### config.mk
export PLATFORM = sky130hd
export DESIGN_NAME = crossbar_sched
export DESIGN_NICKNAME = d
export VERILOG_FILES = /design/src/rtl/crossbar_sched_pkg.sv /design/src/rtl/crossbar_sched_rr_arbiter.sv /design/src/rtl/crossbar_sched.sv
export SDC_FILE = /design/constraint.sdc
export NUM_CORES = 1
export LEC_CHECK = 0
export CORE_UTILIZATION = 48
export CTS_CLUSTER_SIZE = 8
export DETAILED_ROUTE_END_ITERATION = 8
export PLACE_DENSITY = 0.86
export SYNTH_ARGS = -nofsm -noshare
export SYNTH_HDL_FRONTEND = slang
export SYNTH_SLANG_ARGS = --single-unit
### constraint.sdc
create_clock -name clk -period 3.7 [get_ports clk]
set_input_delay 0.37 -clock clk [delete_from_list [all_inputs] [get_ports clk]]
set_output_delay 0.37 -clock clk [all_outputs]
set_load 0.05 [all_outputs]
### src/rtl/crossbar_sched_pkg.sv
// Shared types and defaults for the crossbar output-port scheduler.
// ID_W is fixed here, so NUM_PROC on any instance must not exceed 2**ID_W.
package crossbar_sched_pkg;

    localparam int NUM_PROC_DEF    = 4;
    localparam int ID_W            = (NUM_PROC_DEF > 1) ? $clog2(NUM_PROC_DEF) : 1;
    localparam int XFER_CYCLES_DEF = 2;
    localparam int ADDR_W          = 16;

    typedef struct packed {
        logic [ID_W-1:0]   dest;
        logic [ID_W-1:0]   src;
        logic [ADDR_W-1:0] memory_address;
    } pkt_t;

    // Round-robin successor of cur within 0..n-1.
    function automatic logic [ID_W-1:0] next_idx(input logic [ID_W-1:0] cur, input int n);
        int nxt;
        nxt = int'(cur) + 1;
        return (nxt >= n) ? '0 : ID_W'(nxt);
    endfunction

endpackage

### src/rtl/crossbar_sched_rr_arbiter.sv
// Combinational round-robin arbiter: grants the first requester at or above ptr,
// wrapping modulo N. gnt is one-hot or all zero.
module rr_arbiter
    import crossbar_sched_pkg::*;
#(
    parameter int N = 4
) (
    input  logic [N-1:0]    req,
    input  logic [ID_W-1:0] ptr,
    output logic [N-1:0]    gnt,
    output logic [ID_W-1:0] gnt_idx
);

    localparam int IW = (N > 1) ? $clog2(N) : 1;

    int            scan;
    logic [IW-1:0] idx;
    logic          found;

    always_comb begin
        gnt     = '0;
        gnt_idx = '0;
        found   = 1'b0;
        scan    = 0;
        idx     = '0;
        for (int k = 0; k < N; k++) begin
            scan = (int'(ptr) + k) % N;
            idx  = IW'(scan);
            if (!found && req[idx]) begin
                found    = 1'b1;
                gnt[idx] = 1'b1;
                gnt_idx  = ID_W'(idx);
            end
        end
    end

endmodule

### src/rtl/crossbar_sched.sv
// Per-output round-robin scheduler: accepts one packet per output, then holds
// the output busy for XFER_CYCLES cycles while driving packet and crossbar select.
module crossbar_sched
    import crossbar_sched_pkg::*;
#(
    parameter int NUM_PROC    = NUM_PROC_DEF,
    parameter int XFER_CYCLES = XFER_CYCLES_DEF
) (
    input  logic                           clk,
    input  logic                           rst,
    input  logic [NUM_PROC-1:0]            req_valid,
    input  pkt_t [NUM_PROC-1:0]            req_pkt,
    output logic [NUM_PROC-1:0]            req_ready,
    output logic [NUM_PROC-1:0]            out_valid,
    output pkt_t [NUM_PROC-1:0]            out_pkt,
    output logic [NUM_PROC-1:0][ID_W-1:0]  out_sel,
    output logic                           bad_dest
);

    logic [3:0]          cnt      [NUM_PROC];
    logic [ID_W-1:0]     ptr      [NUM_PROC];
    logic [NUM_PROC-1:0] req_set  [NUM_PROC];
    logic [NUM_PROC-1:0] gnt      [NUM_PROC];
    logic [ID_W-1:0]     gnt_idx  [NUM_PROC];
    logic [NUM_PROC-1:0] eligible;
    logic [NUM_PROC-1:0] accept;
    logic [NUM_PROC-1:0] rdy;
    logic [NUM_PROC-1:0] bad_req;

    always_comb begin
        for (int o = 0; o < NUM_PROC; o++) begin
            for (int s = 0; s < NUM_PROC; s++) begin
                req_set[o][s] = req_valid[s] && (int'(req_pkt[s].dest) == o);
            end
        end
    end

    for (genvar o = 0; o < NUM_PROC; o++) begin : g_out
        rr_arbiter #(.N(NUM_PROC)) u_arb (
            .req     (req_set[o]),
            .ptr     (ptr[o]),
            .gnt     (gnt[o]),
            .gnt_idx (gnt_idx[o])
        );
        // cnt == 1 is the last busy cycle, so a new accept there leaves no bubble.
        assign eligible[o]  = (cnt[o] <= 4'd1);
        assign accept[o]    = eligible[o] && (|gnt[o]);
        assign out_valid[o] = (cnt[o] != 4'd0);
    end

    always_comb begin
        rdy     = '0;
        bad_req = '0;
        for (int o = 0; o < NUM_PROC; o++) begin
            rdy = rdy | (gnt[o] & {NUM_PROC{eligible[o]}});
        end
        for (int s = 0; s < NUM_PROC; s++) begin
            bad_req[s] = req_valid[s] && (int'(req_pkt[s].dest) >= NUM_PROC);
        end
        req_ready = rst ? '0 : rdy;
    end

    always_ff @(posedge clk or posedge rst) begin
        if (rst) begin
            for (int o = 0; o < NUM_PROC; o++) begin
                cnt[o]     <= '0;
                ptr[o]     <= '0;
                out_pkt[o] <= '0;
                out_sel[o] <= '0;
            end
            bad_dest <= 1'b0;
        end else begin
            for (int o = 0; o < NUM_PROC; o++) begin
                if (accept[o]) begin
                    cnt[o]     <= 4'(XFER_CYCLES);
                    out_pkt[o] <= req_pkt[gnt_idx[o]];
                    out_sel[o] <= gnt_idx[o];
                    ptr[o]     <= next_idx(gnt_idx[o], NUM_PROC);
                end else if (cnt[o] != 4'd0) begin
                    cnt[o] <= cnt[o] - 4'd1;
                end
            end
            if (|bad_req) begin
                bad_dest <= 1'b1;
            end
        end
    end

endmodule
# Word level (Yosys, flattened, before mapping)
# Cells that the tools add are included.
totals:
  register_bits: 112
  elab_cells: 324
op_classes:
  n_addsub: 20
  magnitude_cmp: 44
  n_eq_ne: 12
  n_mux: 129
  bitwise_logic: 19
  n_reduce_logical: 76
op_table:
  columns: ["operator", "n"]
  rows:
  - ["$bmux W20 S2", 4]
  - ["$mux W4", 25]
  - ["$mux W20", 4]
  - ["$lt A2 B3 Y1 const B", 20]
  - ["$or A4 B4 Y4", 15]
  - ["$logic_and A1 B1 Y1", 48]
  - ["$mux W1", 44]
  - ["$mux W2", 20]
  - ["$bmux W1 S2", 16]
  - ["$demux W1 S2", 16]
  - ["$ge A2 B1 Y1 const B", 16]
  - ["$add A2 B2 Y2 const B", 8]
  - ["$and A4 B4 Y4", 4]
  - ["$eq A2 B2 Y1 const B", 8]
  - ["$le A4 B1 Y1 const B", 4]
  - ["$reduce_bool A4 Y1", 4]
  - ["$reduce_or A4 Y1", 4]
  - ["$sub A4 B1 Y4 const B", 4]
  - ["$add A2 B1 Y3 const B", 4]
  - ["$ge A3 B3 Y1 const B", 4]
  - ["$logic_not A1 Y1", 12]
  - ["$add A2 B1 Y2 const B", 4]
  - ["$eq A2 B1 Y1 const B", 4]
  - ["$logic_not A2 Y1", 4]
  - ["$reduce_bool A2 Y1", 4]

# Depth between registers and ports, before layout
# Gate-level depths: netlist of run 1.
depth:
  ltp_word: 19
  depth_mapped: 13
  ltp_nobuf: 10

# Hierarchy
# A second synthesis of run 1 with hierarchy kept.
unflattened:
  cells_unflattened: 650
  hier_area_um2: 8902.3
modules_own_cells:
  columns: ["mod", "n_inst", "cells_each", "area_each_um2", "seq_area_each_um2"]
  rows:
  - ["crossbar_sched", 1, 460, 7165.6, 2802.7]
  - ["rr_arbiter (g_out[0].u_arb ...)", 3, 48, 439.2, 0.0]
  - ["rr_arbiter (g_out[3].u_arb)", 1, 46, 419.2, 0.0]

# Worst setup path after synthesis of run 1
# OpenSTA, ideal clock, no wires.
synth_path:
  path_type: "register -> output"
  start: "register ptr[1] in the netlist's numbering"
  end: "output port req_ready[1]"
  arrival_time_ns: 3.448
  required_ns: 3.330
  setup_slack_ns: -0.118
  stages_incl_launch_ff: 11
  path_buffers: 3
  path_cell_list: "dfrtp_1 > clkbuf_1 > inv_1 > ha_1 > buf_2 > mux4_2 > clkbuf_1 > o311ai_0 > a22o_1 > nand2_1 > a31oi_1"
synth_via:
  elab_chain_cells: 15
  elab_cells_between_ends: 50
synth_lines:
  columns: ["item", "line", "rtl"]
  rows:
  - ["start, declared", "crossbar_sched.sv:21", "logic [ID_W-1:0] ptr [NUM_PROC];"]
  - ["start signal, assigned by index", "crossbar_sched.sv:78", "ptr[o] <= next_idx(gnt_idx[o], NUM_PROC);"]
  - ["parallel branches: the longest is 11 deep, another holds $lt A2 B3 Y1", null, null]
  - ["$mux W4 (*)", "crossbar_sched_rr_arbiter.sv:29", "if (!found && req[idx]) begin"]
  - ["$and A4 B4 Y4 (*)", "crossbar_sched.sv:55", "rdy = rdy | (gnt[o] & {NUM_PROC{eligible[o]}});"]
  - ["$or A4 B4 Y4 (*)", "crossbar_sched.sv:55", null]
  - ["$mux W4 (*)", "crossbar_sched.sv:60", "req_ready = rst ? '0 : rdy;"]
  - ["end, declared", "crossbar_sched.sv:13", "output logic [NUM_PROC-1:0] req_ready,"]
# Every way passes the cells marked *. The select of a mux whose other input is x is not followed.

# Final worst setup path of run 1
layout_path:
  start: "input port req_pkt[38] in the netlist's numbering"
  end: "output port req_ready[0]"
layout_via:
  elab_chain_cells: 19
  elab_cells_between_ends: 112
layout_lines:
  columns: ["item", "line", "rtl"]
  rows:
  - ["start, declared", "crossbar_sched.sv:12", "input pkt_t [NUM_PROC-1:0] req_pkt,"]
  - ["$eq A2 B2 Y1 or $logic_not A2 Y1 (tied branches)", "crossbar_sched.sv:33", "req_set[o][s] = req_valid[s] && (int'(req_pkt[s].dest) == o);"]
  - ["$logic_and A1 B1 Y1", "crossbar_sched.sv:33", null]
  - ["$bmux W1 S2", "crossbar_sched_rr_arbiter.sv:29", null]
  - ["$mux W1 (not written as such)", "crossbar_sched_rr_arbiter.sv:29", null]
  - ["$mux W1", "crossbar_sched_rr_arbiter.sv:29", null]
  - ["$logic_not A1 Y1", "crossbar_sched_rr_arbiter.sv:29", null]
  - ["$logic_and A1 B1 Y1", "crossbar_sched_rr_arbiter.sv:29", null]
  - ["$mux W1", "crossbar_sched_rr_arbiter.sv:29", null]
  - ["[... 2 more ...]", null, null]
  - ["$mux W1", "crossbar_sched_rr_arbiter.sv:29", null]
  - ["$logic_not A1 Y1", "crossbar_sched_rr_arbiter.sv:29", null]
  - ["$logic_and A1 B1 Y1", "crossbar_sched_rr_arbiter.sv:29", null]
  - ["$mux W4", "crossbar_sched_rr_arbiter.sv:29", null]
  - ["$and A4 B4 Y4", "crossbar_sched.sv:55", null]
  - ["$or A4 B4 Y4 (2 in a row)", "crossbar_sched.sv:55", null]
  - ["$or A4 B4 Y4 (*)", "crossbar_sched.sv:55", null]
  - ["$mux W4 (*)", "crossbar_sched.sv:60", null]
# Every way passes the cells marked *; elsewhere a longest branch is shown, timed or not. The select of a mux whose other input is x is not followed.

==> flow_summary.ini, run 1 <==
[status]
status = completed

[cts]
clkLatencyLatePin_ns = 0.35
clkSlewWorstSetupHoldPaths_ns = 0.07
clock-root-buffer = clkbuf_16
clock-sinks = 112
post_cts_buffers = 0
cts_tree = done
cts_max_path_buffers = 2
cts_made_buffers = 9
h-tree-depth = 3

[setup_path]
critPathMaxFanout = 11
cp.arrival_ns = 3.23
crit_path_end_kind = primary output
worstPathRequired_ns = 3.33
crit_type = in2out
ff2ff_path_depth = 9
worstReg2RegEnd = out_pkt[32]
ff2ff_setup_slack_ns = 0.35
r2r-start = ptr[4]
critPathLaunchType = input pin

[detailed_routing]
wl_met2_microns = 13220
dr.max_layer_used = met4
dr.first_iter.drc_count = 434
m1WireLength_microns = 10860
vias = 7939
firstDrtPassIters = 4
totalWireLength_microns = 26540
dr_wl_met3_microns = 1957
ant_nets = 0
vias_per_cell = 6.159
wl_per_cell_microns = 20.59
drt_drc_violations_left = 0

[floorplanning]
die_y_microns = 140.7
pin_count = 183
initial_utilization_pct = 49.23
dieArea_sq_um = 19810
design.core.area_sq_um = 18770
die_w_microns = 140.7
rows = 50

[yosys]
yosys_warnings = 0
synth_cell_types = 81
synth-main-ff-cell = dfrtp_1
synth_cells = 861
ys_seq_elements = 112
synth_edf_count = 0
netlist_area_sq_um = 9239
syn_nets = 988
ys_seq_area_share_pct = 30.34
ys_async_sr_fraction_pct = 100.0
postSynthAreaPerCell_sq_um = 10.73

[timing]
final_hold_viol_count = 0
fin_hold_ws_ns = 0.4740
min_period_ns = 3.598
slew_headroom_pct = 28.68
max_freq_mhz = 277.9
finalCritPeriodShare_pct = 97.26
setup_violations = 0
tightestPinTransition_ns = 1.067
final_max_slew_viol_count = 0
fin_worst_skew_ns = 0.008091

[global_route]
grt_pass1_vias = 8110
overflow = 0
grt_pass1_wl_microns = 42380
track_usage_pct = 27.24
grt_max_degree = 65
antenna_found_initial = 0

[final_layout]
stdcell_count = 1289
drive_above_1_share_pct = 15.64
area_growth_pct = 29.96
antenna_cells = 0
fin_nets = 1177
design_area_sq_um = 12010
regArea_sq_um = 2803
n_fill_cell = 1412
final_cell_mix = clkdlybuf4s50_1, mux2i_1, dfrtp_1
layout_commonest_cell = clkdlybuf4s50_1
final_util_pct = 63.97
multi_input_area_sq_um = 6076

[pwr]
power.switching_uw = 5765
p_int_uw = 5942
clkPwrFrac_pct = 9.4
total_power_uw = 11710
comb_power_share_pct = 71.8
ir_drop_v = 0.0005970
powerDensity_nw_per_um2 = 975.0
p_leak_uw = 0.005132
swShare_pct = 49.24
pwr-share-seq_pct = 18.8

[worst_hold_path]
holdPathStages = 1
min_to = out_pkt[59]
hold_path.class = reg2reg
min_from = out_pkt[59]

[place]
placedCellCount = 1273
io_buffers = 181
hpwl_microns = 19330
gp_congestion = 1.044
place_area_sq_um = 11650

[job]
cap_violations = 0
-- cells by family after synthesis --
family          share of synthesized area, %
mux                                    37.12
xor+xnor                              0.5688
compound gates                         10.36
simple gates                           11.46
flops                                  30.34
fa+ha+maj                              5.553
other cells                          0.04059
buf+inv                                4.564
-- worst max-delay path, stage by stage --
cell,delay (ns)
clkdlybuf4s50_1,0.54
buf_4,0.21
or3b_1,0.39
mux4_2,0.61
o22a_1,0.26
a21oi_1,0.25
o22ai_1,0.17
o21a_1,0.28
buf_12,0.16
-- cells in the mapped netlist (16+ instances only) --
| library cell | instances | share of area, % |
|---|---|---|
| nand2_1 | 42 | 1.7 |
| mux2_2 | 18 | 2.2 |
| nor2_1 | 31 | 1.3 |
| nor3_1 | 16 | 0.87 |
| nand3_1 | 25 | 1.4 |
| o21ai_0 | 21 | 1.1 |
| a21oi_1 | 26 | 1.4 |
| buf_2 | 28 | 1.5 |
| mux2i_1 | 175 | 19 |
| dfrtp_1 | 112 | 30 |
| mux4_2 | 32 | 7.8 |
| mux2_1 | 51 | 6.2 |
| inv_1 | 27 | 1.1 |
| ha_1 | 41 | 5.6 |
-- per-stage QoR --
stage	setup TNS, ns	setup slack [ns]
finish	0	0.1016
global route	-0.0007716	-0.0007716
CTS	0	0.06322
detailed placement	-0.007391	-0.007391
global placement	0	0.1349
floorplan	0	0.1726
-- area by class of cell --
class,instances,share of cell area (%)
Multi-Input combinational cell,662,50.60
Sequential cell,112,23.34
Timing Repair Buffer,236,19.82
Tap cell,234,2.439
Clock buffer,11,2.105
Inverter,29,0.9379
Clock inverter,5,0.7503
-- what timing repair did --
action	in CTS	in global routing
resized for setup	0	4
hold buffers	0	0
setup endpoints to repair	0	3
-- state kept, by name (all words and copies together) (netlist names), named ones only --
name,flops
ptr,6
out_sel,8
out_pkt,80
cnt,16
-- power groups by stage --
stage          Clock [uW]  Sequential (uW)  Combinational (uW)
2_1_floorplan           0             3770                4130
3_3_place_gp            0             2190                8150
3_5_place_dp            0             2200                8340
4_1_cts              1130             2200                8380
5_1_grt              1180             2270                8870
6_report             1100             2200                8400
-- routing by layer --
| layer | track usage, % | vias to the layer above |
|---|---|---|
| li1 | - | 3637 |
| met1 | 32.99 | 3931 |
| met5 | 0 | - |
| met3 | 6.963 | 34 |
| met4 | 8.638 | 0 |
| met2 | 47.34 | 337 |
-- worst max-delay path by stage --
stage / startpoint / endpoint / slack (ns) / cells past startpoint
final: req_pkt[38] / req_ready[0] / 0.10 / 9
after global routing: req_pkt[59] / req_ready[2] / -0.0008 / 9
after CTS: req_pkt[58] / req_ready[2] / 0.06 / 9
after detailed placement: req_pkt[58] / out_pkt[49] / -0.007 / 8
after global placement: req_pkt[58] / out_pkt[50] / 0.13 / 8
after floorplan: ptr[1] / req_ready[2] / 0.17 / 11
No activity file was read; power rests on OpenSTA's default activity.
==> run 2: changes to the inputs <==
--- a/config.mk
+++ b/config.mk
@@ -5,10 +5,12 @@
 export SDC_FILE = /design/constraint.sdc
 export NUM_CORES = 1
 export LEC_CHECK = 0
-export CORE_UTILIZATION = 48
+export ABC_AREA = 1
+export CAP_MARGIN = 20
+export CORE_UTILIZATION = 49
 export CTS_CLUSTER_SIZE = 8
 export DETAILED_ROUTE_END_ITERATION = 8
-export PLACE_DENSITY = 0.86
+export PLACE_DENSITY = 0.87
 export SYNTH_ARGS = -nofsm -noshare
 export SYNTH_HDL_FRONTEND = slang
 export SYNTH_SLANG_ARGS = --single-unit
==> run 2 against run 1 <==
  * Critical path depth is 5 higher
  * Sequential share of layout area up 0.071 points
  * Critical path type is now reg2out
  * Sequential cell count stayed put
==> flow_summary.ini, run 2 <==
[timing]
final_hold_viol_count = 0
final_max_slew_viol_count = 0
tightestPinTransition_ns = 0.6738
min_period_ns = 3.315
finalCritPeriodShare_pct = 89.58
fin_worst_skew_ns = 0.01348
tns_ns = 0
rsz0062_at_grt = false
slew_headroom_pct = 55.08
setup_violations = 0
max_freq_mhz = 301.7

[floorplanning]
design.core.area_sq_um = 19590
die_w_microns = 143.9
rows = 51
initial_utilization_pct = 50.35
pin_count = 183
die_y_microns = 143.9
dieArea_sq_um = 20700

[setup_path]
crit_type = reg2out
critPathLaunchType = flip-flop
crit_family = simple AND/OR/NAND/NOR gates
crit_buf_inv = 4
crit_path_end_kind = primary output
cp.arrival_ns = 2.94
critPathMaxFanout = 12
ff2ff_setup_slack_ns = 0.62
path_common_cell = nand2_1
slowest_delay_ns = 0.59
worstReg2RegEnd = out_pkt[10]
crit_path_top_delay_cell = dfrtp_1
ff2ff_path_depth = 15
crit_chain = inv_2 -> ha_1 -> inv_1 -> nand3_1 -> nand2_1 -> nand2_2 -> nor2_8 -> nand3_1 -> nand2_1 -> nand2_1 -> nand2_1 -> inv_1 -> a31oi_1 -> buf_4
worstPathRequired_ns = 3.33

[place]
hpwl_microns = 23110
gp_congestion = 0.9441
io_buffers = 181

[final_layout]
fin_nets = 1839
drive_above_1_share_pct = 6.989
final_cell_mix = nand2_1, nand3_1, clkdlybuf4s50_1
area_growth_pct = 21.36
top_regs = out_pkt: 80 flops, cnt: 16 flops, out_sel: 8 flops
layout_commonest_cell = nand2_1
antenna_cells = 0
top_register = out_pkt
largest_register_ffs = 80

[global_route]
grt_pass1_wl_microns = 52080
top_usage_layer = met2
track_usage_pct = 32.25
grt_max_degree = 113
overflow = 0
antenna_found_initial = 0
met3_usage_pct = 4.299
grt_use_met2_pct = 51.06
grt_pass1_vias = 10283
globalRouteMet1Util_pct = 43.60

[cts]
cts_tree = done
postCtsHoldBufs = 0
clock-root-buffer = clkbuf_16
clkSlewWorstSetupHoldPaths_ns = 0.08
cts_made_buffers = 9
post_cts_buffers = 0
clock-sinks = 112
cts_max_path_buffers = 2
clkLatencyLatePin_ns = 0.37
h-tree-depth = 3
cts_resized = 0

[detailed_routing]
wl_per_cell_microns = 16.57
firstDrtPassIters = 8
vias_per_cell = 5.658
dr.first_iter.drc_count = 1294
ant_nets = 0
vias = 11215
totalWireLength_microns = 32840
drt_drc_violations_left = 0

[yosys]
synthTopCellsByArea = dfrtp_1, nand2_1, nand3_1
synth.most_common_cell = nand2_1
synth.top_cell.area_share_pct = 28.42
synth-main-ff-cell = dfrtp_1
synth_largest_area_cell = dfrtp_1
postSynthAreaPerCell_sq_um = 6.258
yosys_warnings = 0
synthTopCellsByCount = nand2_1, nand3_1, inv_1, dfrtp_1, nor2_1
ys_seq_elements = 112
ys_async_sr_fraction_pct = 100.0
netlist_area_sq_um = 9863
synth_cells = 1576
synth_edf_count = 0
synth_cell_types = 35
ys_seq_area_share_pct = 28.42
syn_nets = 1703

[worst_hold_path]
min_to = out_pkt[59]
holdPathStages = 2
min_from = out_pkt[59]
hold_path.class = reg2reg

[status]
status = completed

[job]
cap_violations = 0
## run 2: cell types whose count changed after synthesis, sizes merged, moves of 32 or more
| cell | previous run | this run |
|---|---|---|
| mux2i | 175 | 0 |
| mux4 | 32 | 0 |
| inv | 28 | 155 |
| nand3 | 25 | 411 |
| mux2 | 81 | 0 |
| nand2 | 42 | 644 |
## run 2: final cells by class
class                      count  area (sq um)
fill                        1855          7620
multi-input combinational   1227          5927
sequential                   112          2803
timing repair buffer         206          2002
inverter                     156         593.1
tap                          265         331.6
clock buffer                   9         225.2
clock inverter                 7         88.84
## run 2: worst reg2reg max path, delay by kind of cell, from the launching register on
family	cells	cell delay [ns]
AND/OR/NAND/NOR	10	1.03
buffers and inverters	4	0.95
flip-flops	1	0.59
adder cells (fa/ha/maj)	1	0.41
## run 2: stage by stage
stage | hold slack (ns) | setup slack, ns | std cells | instance area, sq um | util [%]
floorplan | 0.4987 | 0.6587 | 1576 | 9867 | -
global placement | 0.4513 | 0.7304 | 1966 | 11660 | 59.50
detailed placement | 0.4539 | 0.6637 | 1966 | 11660 | 59.50
CTS | 0.4755 | 0.4016 | 1982 | 11970 | 61.10
global route | 0.4931 | 0.1829 | 1982 | 11970 | 61.10
finish | 0.4704 | 0.3855 | 1982 | 11970 | 61.10
## run 2: how the worst max path moves through the flow
stage,endpoint,slack [ns],cells past startpoint
2_1_floorplan,req_ready[2],0.66,13
3_3_place_gp,out_pkt[21],0.73,15
3_5_place_dp,out_pkt[37],0.66,15
4_1_cts,req_ready[3],0.40,14
5_1_grt,req_ready[3],0.18,14
6_report,req_ready[3],0.39,14
## run 2: logic make-up after synthesis
| logic type | share of synthesized area [%] |
|---|---|
| AO/OA/AOI/OAI | 1.421 |
| XOR/XNOR | 0.7104 |
| adder cells (fa/ha/maj) | 5.201 |
| buffers and inverters | 11.56 |
| flip-flops | 28.42 |
| other | 0.03802 |
| AND/OR/NAND/NOR | 52.66 |
## run 2: metal layers
layer	wire (microns)	vias up	share of wire [%]
met4	1230	0	3.7
met3	3413	114	10
met2	14790	741	45
met1	13410	5050	41
li1	-	5310	-
met5	0	-	0
Power of run 2 is left out: the tool's default activity adds up to more than one toggle a clock period on the data nets, which glitch-free logic cannot reach.
==> run 3: changes to the inputs <==
--- a/config.mk
+++ b/config.mk
@@ -6,11 +6,13 @@
 export NUM_CORES = 1
 export LEC_CHECK = 0
 export ABC_AREA = 1
+export ABC_CLOCK_PERIOD_IN_PS = 3700
 export CAP_MARGIN = 20
-export CORE_UTILIZATION = 49
+export CORE_UTILIZATION = 45
 export CTS_CLUSTER_SIZE = 8
 export DETAILED_ROUTE_END_ITERATION = 8
-export PLACE_DENSITY = 0.87
+export PLACE_DENSITY = 0.81
+export REMOVE_ABC_BUFFERS = 1
 export SYNTH_ARGS = -nofsm -noshare
 export SYNTH_HDL_FRONTEND = slang
 export SYNTH_SLANG_ARGS = --single-unit
==> run 3 against run 2 <==
  * Critical path depth decreased by 2
  * Via count decreased by 0.43%
  * Critical path type unchanged
  * Largest cell class unchanged
  * Non-clock buffer count increased by 1
==> flow_summary.ini, run 3 (synthesized netlist as in run 2, its figures left out) <==
[setup_path]
critPathMaxFanout = 14
r2r-start = ptr[2]
worstPathRequired_ns = 3.33
ff2ff_setup_slack_ns = 0.36
crit_path_top_delay_cell = dfrtp_1
critPathLaunchType = flip-flop
cp.arrival_ns = 3.06
crit_chain = inv_2 -> ha_1 -> inv_1 -> nand2_1 -> nand2_1 -> nand2_4 -> nor2_8 -> nand3_1 -> nand3_1 -> nand2_1 -> a31oi_1 -> buf_4
ff2ff_path_depth = 14
path_common_cell = nand2_1
worstReg2RegEnd = out_pkt[54]
crit_path_end_kind = primary output
crit_type = reg2out
slowest_delay_ns = 0.61

[global_route]
track_usage_pct = 29.70
antenna_found_initial = 0
grt_pass1_vias = 10456
grt_pass1_wl_microns = 53070
grt_max_degree = 51
overflow = 0

[place]
io_buffers = 181
hpwl_microns = 23310
gp_congestion = 0.9738

[final_layout]
antenna_cells = 0
area_growth_pct = 21.29
layout_commonest_cell = nand2_1
final_cell_mix = nand2_1, nand3_1, clkdlybuf4s50_1
top_register = out_pkt
largest_register_ffs = 80
fin_nets = 1840
n_fill_cell = 1976
drive_above_1_share_pct = 6.989
top_regs = out_pkt: 80 flops, cnt: 16 flops, out_sel: 8 flops

[detailed_routing]
ant_nets = 0
totalWireLength_microns = 32990
firstDrtPassIters = 7
dr.first_iter.drc_count = 1111
vias = 11167
wl_per_cell_microns = 16.56
drt_drc_violations_left = 0
vias_per_cell = 5.606

[floorplanning]
die_y_microns = 150.1
dieArea_sq_um = 22520
die_w_microns = 150.1
rows = 53
pin_count = 183
initial_utilization_pct = 46.34
design.core.area_sq_um = 21290

[timing]
setup_violations = 0
fin_worst_skew_ns = 0.01281
final_max_slew_viol_count = 0
tightestPinTransition_ns = 0.7144
finalCritPeriodShare_pct = 92.75
max_freq_mhz = 291.4
final_hold_viol_count = 0
slew_headroom_pct = 52.32
rsz0062_at_grt = false
min_period_ns = 3.432
tns_ns = 0

[worst_hold_path]
hold_path.class = in2async

[cts]
postCtsHoldBufs = 0
cts_tree = done
cts_made_buffers = 9
clkLatencyLatePin_ns = 0.37
clock-root-buffer = clkbuf_16
post_cts_buffers = 0
h-tree-depth = 3
clock-sinks = 112
clkSlewWorstSetupHoldPaths_ns = 0.08
cts_max_path_buffers = 2
cts_resized = 0

[status]
status = completed

[job]
cap_violations = 0
==> run 3: changes by cell type in the layout (fill, tap and decap cells not counted), sizes merged <==
cell / before / now
clkinv: 3 / 2
buf: 29 / 30
clkbuf: 9 / 11
clkinvlp: 1 / 0
inv: 159 / 158
==> run 3: area by class of cell <==
class | instances | area [sq um] | share of cell area, %
Clock buffer | 11 | 252.7 | 2.113
Clock inverter | 4 | 35.03 | 0.2929
Inverter | 156 | 591.8 | 4.947
Multi-Input combinational cell | 1227 | 5927 | 49.55
Sequential cell | 112 | 2803 | 23.43
Tap cell | 275 | 344.1 | 2.876
Timing Repair Buffer | 207 | 2009 | 16.80
==> run 3: worst max-delay path: cells and delay by family (launching register included) <==
family	cells	cell delay (ns)
flops	1	0.61
fa+ha+maj	1	0.40
compound gates	1	0.25
simple gates	7	0.81
buf+inv	3	0.62
==> run 3: worst max path at each step <==
stage | start | to | slack, ns
after CTS | ptr[4] | req_ready[3] | 0.32
after detailed placement | req_valid[3] | ptr[2] | 0.41
after floorplan | flip-flop | ptr[1] | -0.43
after global placement | req_valid[3] | ptr[2] | 0.52
after global routing | ptr[4] | req_ready[3] | 0.07
final | ptr[4] | req_ready[2] | 0.27
==> run 3: per-layer routing <==
layer | global-route usage (%) | vias to the layer above | wire length (microns)
met1 | 37.27 | 5134 | 12940
li1 | - | 5312 | -
met3 | 7.256 | 106 | 3243
met5 | 0 | - | 0
met2 | 47.82 | 615 | 15480
met4 | 13.94 | 0 | 1322
==> run 3: metrics by stage <==
stage          instances  hold WS [ns]  util [%]  instance area [sq um]  worst slack (ns)
2_1_floorplan       1495        0.4987         -                   9313           -0.4340
3_3_place_gp        1977        0.4463     54.85                  11670            0.5159
3_5_place_dp        1977        0.4506     54.85                  11670            0.4144
4_1_cts             1992        0.3856     56.20                  11960            0.3192
5_1_grt             1992        0.4083     56.20                  11960           0.06930
6_report            1992        0.3847     56.20                  11960            0.2682
Power of run 3 is left out for the same reason.
